## src/rtl/float_point_adder_scheduler.sv

```systemverilog
// Round-robin scheduler that time-shares one floating-point adder between
// NUM_REQUESTERS clients, one operation in flight, results routed back by id.
module float_point_adder_scheduler #(
  parameter int NUM_REQUESTERS                 = 4,
  parameter int REQUESTER_ID_WIDTH             = 2,
  parameter int OPERAND_EXPONENT_WIDTH_IN_BITS = 11,
  parameter int OPERAND_FRACTION_WIDTH_IN_BITS = 52
) (
  input  logic                                                       clk_in,
  input  logic                                                       reset_in,
  input  logic [NUM_REQUESTERS-1:0]                                  request_valid_in,
  input  logic [NUM_REQUESTERS-1:0]                                  request_mode_in,
  input  logic [NUM_REQUESTERS-1:0]                                  request_precision_in,
  input  logic [2*NUM_REQUESTERS-1:0]                                request_sign_in,
  input  logic [2*OPERAND_EXPONENT_WIDTH_IN_BITS*NUM_REQUESTERS-1:0] request_exponent_in,
  input  logic [2*OPERAND_FRACTION_WIDTH_IN_BITS*NUM_REQUESTERS-1:0] request_fraction_in,
  output logic [NUM_REQUESTERS-1:0]                                  request_ack_out,
  output logic [NUM_REQUESTERS-1:0]                                  result_valid_out,
  output logic                                                       result_sign_out,
  output logic [OPERAND_EXPONENT_WIDTH_IN_BITS-1:0]                  result_exponent_out,
  output logic [OPERAND_FRACTION_WIDTH_IN_BITS-1:0]                  result_fraction_out,
  output logic [REQUESTER_ID_WIDTH-1:0]                              result_id_out,
  input  logic [NUM_REQUESTERS-1:0]                                  result_ready_in,
  output logic                                                       adder_operation_mode_out,
  output logic                                                       adder_precision_out,
  output logic                                                       adder_operand_valid_out,
  output logic                                                       adder_operand_0_sign_out,
  output logic [OPERAND_EXPONENT_WIDTH_IN_BITS-1:0]                  adder_operand_0_exponent_out,
  output logic [OPERAND_FRACTION_WIDTH_IN_BITS-1:0]                  adder_operand_0_fraction_out,
  output logic                                                       adder_operand_1_sign_out,
  output logic [OPERAND_EXPONENT_WIDTH_IN_BITS-1:0]                  adder_operand_1_exponent_out,
  output logic [OPERAND_FRACTION_WIDTH_IN_BITS-1:0]                  adder_operand_1_fraction_out,
  input  logic                                                       adder_issue_ack_in,
  input  logic                                                       adder_product_valid_in,
  input  logic                                                       adder_product_sign_in,
  input  logic [OPERAND_EXPONENT_WIDTH_IN_BITS-1:0]                  adder_product_exponent_in,
  input  logic [OPERAND_FRACTION_WIDTH_IN_BITS-1:0]                  adder_product_fraction_in,
  output logic                                                       adder_result_ack_out
);
  localparam int N   = NUM_REQUESTERS;
  localparam int IDW = REQUESTER_ID_WIDTH;
  localparam int E   = OPERAND_EXPONENT_WIDTH_IN_BITS;
  localparam int F   = OPERAND_FRACTION_WIDTH_IN_BITS;

  typedef enum logic [1:0] {S_IDLE, S_ISSUE, S_WAIT, S_DELIVER} state_t;

  state_t         state_q, state_d;
  logic [IDW-1:0] ptr_q, ptr_d;
  logic [IDW-1:0] owner_q, owner_d;
  logic           mode_q, mode_d;
  logic           prec_q, prec_d;
  logic           opv_q, opv_d;
  logic           op0_s_q, op0_s_d, op1_s_q, op1_s_d;
  logic [E-1:0]   op0_e_q, op0_e_d, op1_e_q, op1_e_d;
  logic [F-1:0]   op0_f_q, op0_f_d, op1_f_q, op1_f_d;
  logic           res_s_q, res_s_d;
  logic [E-1:0]   res_e_q, res_e_d;
  logic [F-1:0]   res_f_q, res_f_d;
  logic [N-1:0]   res_vld_q, res_vld_d;

  logic           grant_found;
  logic [IDW-1:0] grant_idx;

  // Rotating priority scan starting at the round-robin pointer.
  always_comb begin
    grant_found = 1'b0;
    grant_idx   = '0;
    for (int i = 0; i < N; i++) begin
      if (!grant_found && request_valid_in[(int'(ptr_q) + i) % N]) begin
        grant_found = 1'b1;
        grant_idx   = IDW'((int'(ptr_q) + i) % N);
      end
    end
  end

  always_comb begin
    state_d              = state_q;
    ptr_d                = ptr_q;
    owner_d              = owner_q;
    mode_d               = mode_q;
    prec_d               = prec_q;
    opv_d                = opv_q;
    op0_s_d              = op0_s_q;
    op0_e_d              = op0_e_q;
    op0_f_d              = op0_f_q;
    op1_s_d              = op1_s_q;
    op1_e_d              = op1_e_q;
    op1_f_d              = op1_f_q;
    res_s_d              = res_s_q;
    res_e_d              = res_e_q;
    res_f_d              = res_f_q;
    res_vld_d            = res_vld_q;
    request_ack_out      = '0;
    adder_result_ack_out = 1'b0;
    case (state_q)
      S_IDLE: begin
        if (grant_found) begin
          request_ack_out[grant_idx] = 1'b1;
          mode_d  = request_mode_in[grant_idx];
          prec_d  = request_precision_in[grant_idx];
          op0_s_d = request_sign_in[int'(grant_idx)*2];
          op1_s_d = request_sign_in[int'(grant_idx)*2 + 1];
          op0_e_d = request_exponent_in[int'(grant_idx)*2*E +: E];
          op1_e_d = request_exponent_in[int'(grant_idx)*2*E + E +: E];
          op0_f_d = request_fraction_in[int'(grant_idx)*2*F +: F];
          op1_f_d = request_fraction_in[int'(grant_idx)*2*F + F +: F];
          owner_d = grant_idx;
          ptr_d   = (int'(grant_idx) == N - 1) ? '0 : grant_idx + 1'b1;
          opv_d   = 1'b1;
          state_d = S_ISSUE;
        end
      end
      S_ISSUE: begin
        if (adder_issue_ack_in) begin
          opv_d   = 1'b0;
          state_d = S_WAIT;
        end
      end
      S_WAIT: begin
        if (adder_product_valid_in) begin
          res_s_d              = adder_product_sign_in;
          res_e_d              = adder_product_exponent_in;
          res_f_d              = adder_product_fraction_in;
          res_vld_d            = '0;
          res_vld_d[owner_q]   = 1'b1;
          adder_result_ack_out = 1'b1;
          state_d              = S_DELIVER;
        end
      end
      S_DELIVER: begin
        // Only the owning client's ready bit can retire the result.
        if (result_ready_in[owner_q]) begin
          res_vld_d = '0;
          state_d   = S_IDLE;
        end
      end
      default: begin
        opv_d     = 1'b0;
        res_vld_d = '0;
        state_d   = S_IDLE;
      end
    endcase
  end

  always_ff @(posedge clk_in) begin
    if (reset_in) begin
      state_q   <= S_IDLE;
      ptr_q     <= '0;
      owner_q   <= '0;
      mode_q    <= 1'b0;
      prec_q    <= 1'b0;
      opv_q     <= 1'b0;
      op0_s_q   <= 1'b0;
      op0_e_q   <= '0;
      op0_f_q   <= '0;
      op1_s_q   <= 1'b0;
      op1_e_q   <= '0;
      op1_f_q   <= '0;
      res_s_q   <= 1'b0;
      res_e_q   <= '0;
      res_f_q   <= '0;
      res_vld_q <= '0;
    end else begin
      state_q   <= state_d;
      ptr_q     <= ptr_d;
      owner_q   <= owner_d;
      mode_q    <= mode_d;
      prec_q    <= prec_d;
      opv_q     <= opv_d;
      op0_s_q   <= op0_s_d;
      op0_e_q   <= op0_e_d;
      op0_f_q   <= op0_f_d;
      op1_s_q   <= op1_s_d;
      op1_e_q   <= op1_e_d;
      op1_f_q   <= op1_f_d;
      res_s_q   <= res_s_d;
      res_e_q   <= res_e_d;
      res_f_q   <= res_f_d;
      res_vld_q <= res_vld_d;
    end
  end

  assign adder_operation_mode_out     = mode_q;
  assign adder_precision_out          = prec_q;
  assign adder_operand_valid_out      = opv_q;
  assign adder_operand_0_sign_out     = op0_s_q;
  assign adder_operand_0_exponent_out = op0_e_q;
  assign adder_operand_0_fraction_out = op0_f_q;
  assign adder_operand_1_sign_out     = op1_s_q;
  assign adder_operand_1_exponent_out = op1_e_q;
  assign adder_operand_1_fraction_out = op1_f_q;
  assign result_valid_out             = res_vld_q;
  assign result_sign_out              = res_s_q;
  assign result_exponent_out          = res_e_q;
  assign result_fraction_out          = res_f_q;
  assign result_id_out                = (state_q == S_DELIVER) ? owner_q : '0;

endmodule

```

## config.mk

```make
export PLATFORM = sky130hd
export DESIGN_NAME = float_point_adder_scheduler
export DESIGN_NICKNAME = d
export VERILOG_FILES = /design/src/rtl/float_point_adder_scheduler.sv
export SDC_FILE = /design/constraint.sdc
export NUM_CORES = 1
export LEC_CHECK = 0
export CORE_AREA = 10 10 302 304
export DETAILED_ROUTE_END_ITERATION = 10
export DIE_AREA = 0 0 312 314
export GPL_TIMING_DRIVEN = 0
export PLACE_DENSITY = 0.38
export REMOVE_ABC_BUFFERS = 1
export SYNTH_ARGS = -nofsm -noshare
export SYNTH_HDL_FRONTEND = slang
export SYNTH_SLANG_ARGS = --single-unit
```

## constraint.sdc

```tcl
create_clock -name clk_in -period 3.4 [get_ports clk_in]
set_input_delay 0.34 -clock clk_in [delete_from_list [all_inputs] [get_ports clk_in]]
set_output_delay 0.34 -clock clk_in [all_outputs]
set_load 0.03 [all_outputs]
```

==> results of run 1 <==
==> repair_timing <==
item	CTS	global route
pin swaps	2	0
setup buffers	3	0
setup endpoints to repair	5	4
resized for setup	15	3
gates cloned	2	0
==> per-layer routing <==
layer  vias to the layer above  track usage (%)
li1                       6230                -
met1                      6583            16.65
met2                       485            26.59
met3                        58            3.918
met4                         4            3.078
met5                         -                0
==> cell families after synthesis <==
logic type,after synthesis,synth area share (%)
mux,132,15.52
buf+inv,144,6.173
flops,205,37.08
fa+ha+maj,6,0.6783
simple gates,301,12.45
compound gates,478,28.09
==> layout make-up <==
type	instances	area (µm²)
Antenna cell	6	15.01
Clock buffer	45	855.8
Clock inverter	7	77.57
Fill cell	9156	63090
Inverter	9	55.05
Multi-Input combinational cell	919	6442
Sequential cell	205	4104
Tap cell	1144	1431
Timing Repair Buffer	842	8803
==> registers in the layout (all words and copies together), names as in the netlist <==
| name | flops |
|---|---|
| adder_operand_0_exponent_out | 11 |
| adder_operand_0_fraction_out | 52 |
| adder_operand_0_sign_out | 1 |
| adder_operand_1_exponent_out | 11 |
| adder_operand_1_fraction_out | 52 |
| adder_operand_1_sign_out | 1 |
| adder_operand_valid_out | 1 |
| adder_operation_mode_out | 1 |
| adder_precision_out | 1 |
| owner_q | 2 |
| ptr_q | 2 |
| result_exponent_out | 11 |
| result_fraction_out | 52 |
| result_sign_out | 1 |
| result_valid_out | 4 |
| state_q | 2 |
==> critical path: cells and delay by family <==
| family | cells | cell delay [ns] |
|---|---|---|
| fa+ha+maj | 1 | 0.16 |
| simple gates | 4 | 1.11 |
| buf+inv | 2 | 1.31 |
==> power groups by stage <==
stage | Combinational (W) | Sequential [W] | Clock [W]
after floorplan | 0.00312 | 0.00529 | 0
after global placement | 0.00873 | 0.00373 | 0
after detailed placement | 0.00934 | 0.00380 | 0
after CTS | 0.00943 | 0.00378 | 0.00323
after global routing | 0.00983 | 0.00388 | 0.00330
final | 0.00928 | 0.00378 | 0.00307
==> placed cells by master, fill, tap and decap left out, types with 20 or more instances in the layout <==
master | synthesis | layout
nand2_1 | 139 | 138
nand3_1 | 131 | 130
dfxtp_1 | 205 | 205
mux2_1 | 51 | 51
mux2_2 | 20 | 20
a21oi_1 | 201 | 201
o21ai_0 | 132 | 131
clkdlybuf4s50_1 | 0 | 795
clkbuf_16 | 0 | 29
mux2_4 | 59 | 59
a221o_1 | 131 | 131
==> stage by stage <==
step	setup WS, ns	cell area, µm²	instances	hold WS, ns
global placement	-16.33	19870	3076	0.4430
global route	0.04694	21780	3177	0.1824
floorplan	-3.602	10420	1131	0.4091
CTS	0.01635	21760	3171	0.1516
detailed placement	-0.9766	20760	3114	0.4487
finish	0.1220	21780	3177	0.1931
==> how the worst max path moves through the flow <==
| stage | from | end | depth (start not counted) |
|---|---|---|---|
| 2_1_floorplan | ptr_q[1] | adder_operand_1_fraction_out[31] | 5 |
| 3_3_place_gp | request_valid_in[3] | adder_operand_0_fraction_out[3] | 6 |
| 3_5_place_dp | request_valid_in[1] | request_ack_out[2] | 8 |
| 4_1_cts | state_q[0] | adder_result_ack_out | 6 |
| 5_1_grt | request_valid_in[0] | request_ack_out[3] | 7 |
| 6_report | request_valid_in[0] | request_ack_out[3] | 7 |
==> impl_metrics.tcl, run 1 <==
set metrics [dict create \
    power_density_nw_per_um2 740.2 \
    async_reset_ff_share_pct 0 \
    grt_first_pass_wirelength_mm 106.9 \
    io_buffer_count 801 \
    die_area_um2 97970 \
    cpMostUsedCell "clkdlybuf4s50_1" \
    gp_congestion 0.8478 \
    status "finished, final reports clean" \
    grt_pass1_vias 14200 \
    hold_path_depth 2 \
    syn_to_final_growth_pct 96.85 \
    cts_max_level 1 \
    synth.ff_latch_count 205 \
    comb_power_share_pct 57.5 \
    relSlewSlack_pct 39.62 \
    leakage_nw 7.789 \
    rsz0062_at_grt "no" \
    fmax_mhz 305.1 \
    grt_overflow 0 \
    fin_util_pct 25.67 \
    synth_cell_types 41 \
    max_slew.worst_pin.slew_ns 0.9047 \
    cp_cell_sequence "clkdlybuf4s50_1, and2b_4, or4_4, nand2_8, ha_1, and2_1, clkdlybuf4s50_1" \
    drc 0 \
    synth_commonest_cells "dfxtp_1 (205), a21oi_1 (201), nand2_1 (139)" \
    max_stage_delay_ns 0.72 \
    worstSkewPairLatency_ns 0.59 \
    drt_iter0_markers 760 \
    setup_tns_ns 0 \
    antenna_found_initial 13 \
    p_switching_w 0.007035 \
    peakVddDrop_mv 0.4495 \
    track_usage_pct 14.52 \
    pwr-share-seq_pct 23.4 \
    die_h_um 314 \
    r2r_start "ptr_q[1]" \
    synth_top_area_cell "dfxtp_1" \
    critPathLaunchType "input port" \
    synth_area_leaders "dfxtp_1 (37%), a221o_1 (12%), a21oi_1 (9.1%), mux2_4 (8.0%), o21ai_0 (6.0%)" \
    synthFlopType "dfxtp_1" \
    yosysMostFrequentCell "dfxtp_1" \
    synth_edf_count 0 \
    rows 107 \
    grt_max_degree 70 \
    avgViaCountPerCell 4.205 \
    numCtsBuffers 29 \
    synth_top_cell_area_share_pct 37.08 \
    period_needed_ns 3.278 \
    wire_per_inst_um 24.03 \
    core-area_um2 84880 \
    clockBufferDepth 3 \
    holdBufCountCts 0 \
    dr.max_layer_used "met5" \
    io_pins 802 \
    drv_slew 0 \
    reg2regPathDepth 10 \
    firstDrtPassIters 5 \
    ys_seq_area_share_pct 37.08 \
    hpwl_mm 59.53 \
    internal_power_w 0.009090 \
    drive_above_1_share_pct 9.423 \
    crit_type "in2out" \
    synthCells 1266 \
    cp_max_fo 6 \
    arrival_ns 2.94 \
    end_kind "output pin" \
    fin_worst_skew_ns 0.02022 \
    clk_pin_slew_ns 0.06 \
    setup_viol 0 \
    vias 13360 \
    hold_viol 0 \
    clkPwrFrac_pct 19.0 \
    syn_avg_cell_area_um2 8.742 \
    die_x_um 312 \
    netSwitchingFraction_pct 43.63 \
    r2r-end "adder_operand_1_fraction_out[44]" \
    nNetsFinal 2608 \
    start_util_pct 13.04 \
    dr_wl_met2_mm 39.77 \
    fin_crit_sh_pct 96.41 \
    hp-start "reset_in" \
    cts_sinks 205 \
    r2r_slack_ns 0.41 \
    root_buffer "clkbuf_16" \
    cts_tree "yes" \
    crit_slowest_cell "clkdlybuf4s50_1" \
    drt_wl_total_mm 76.34 \
    met1_length_mm 29.87 \
    drv_cap 0 \
    ys_warn_count 0 \
    power_w 0.01613 \
    synth_area_um2 11070 \
    holdPathEnd "result_fraction_out[29]" \
    drt.antenna.violating_nets 0 \
    hold_class "in2reg" \
    cp_data_required_time_ns 3.06 \
    wl_met3_mm 5.172 \
]
No activity file was read; power rests on OpenSTA's default activity.
==> run 2, diff against run 1 <==
- CTS_CLUSTER_SIZE: not set -> 28
==> results of run 2 <==
Same layout as run 1: the final DEF is identical, and so are final timing and power.
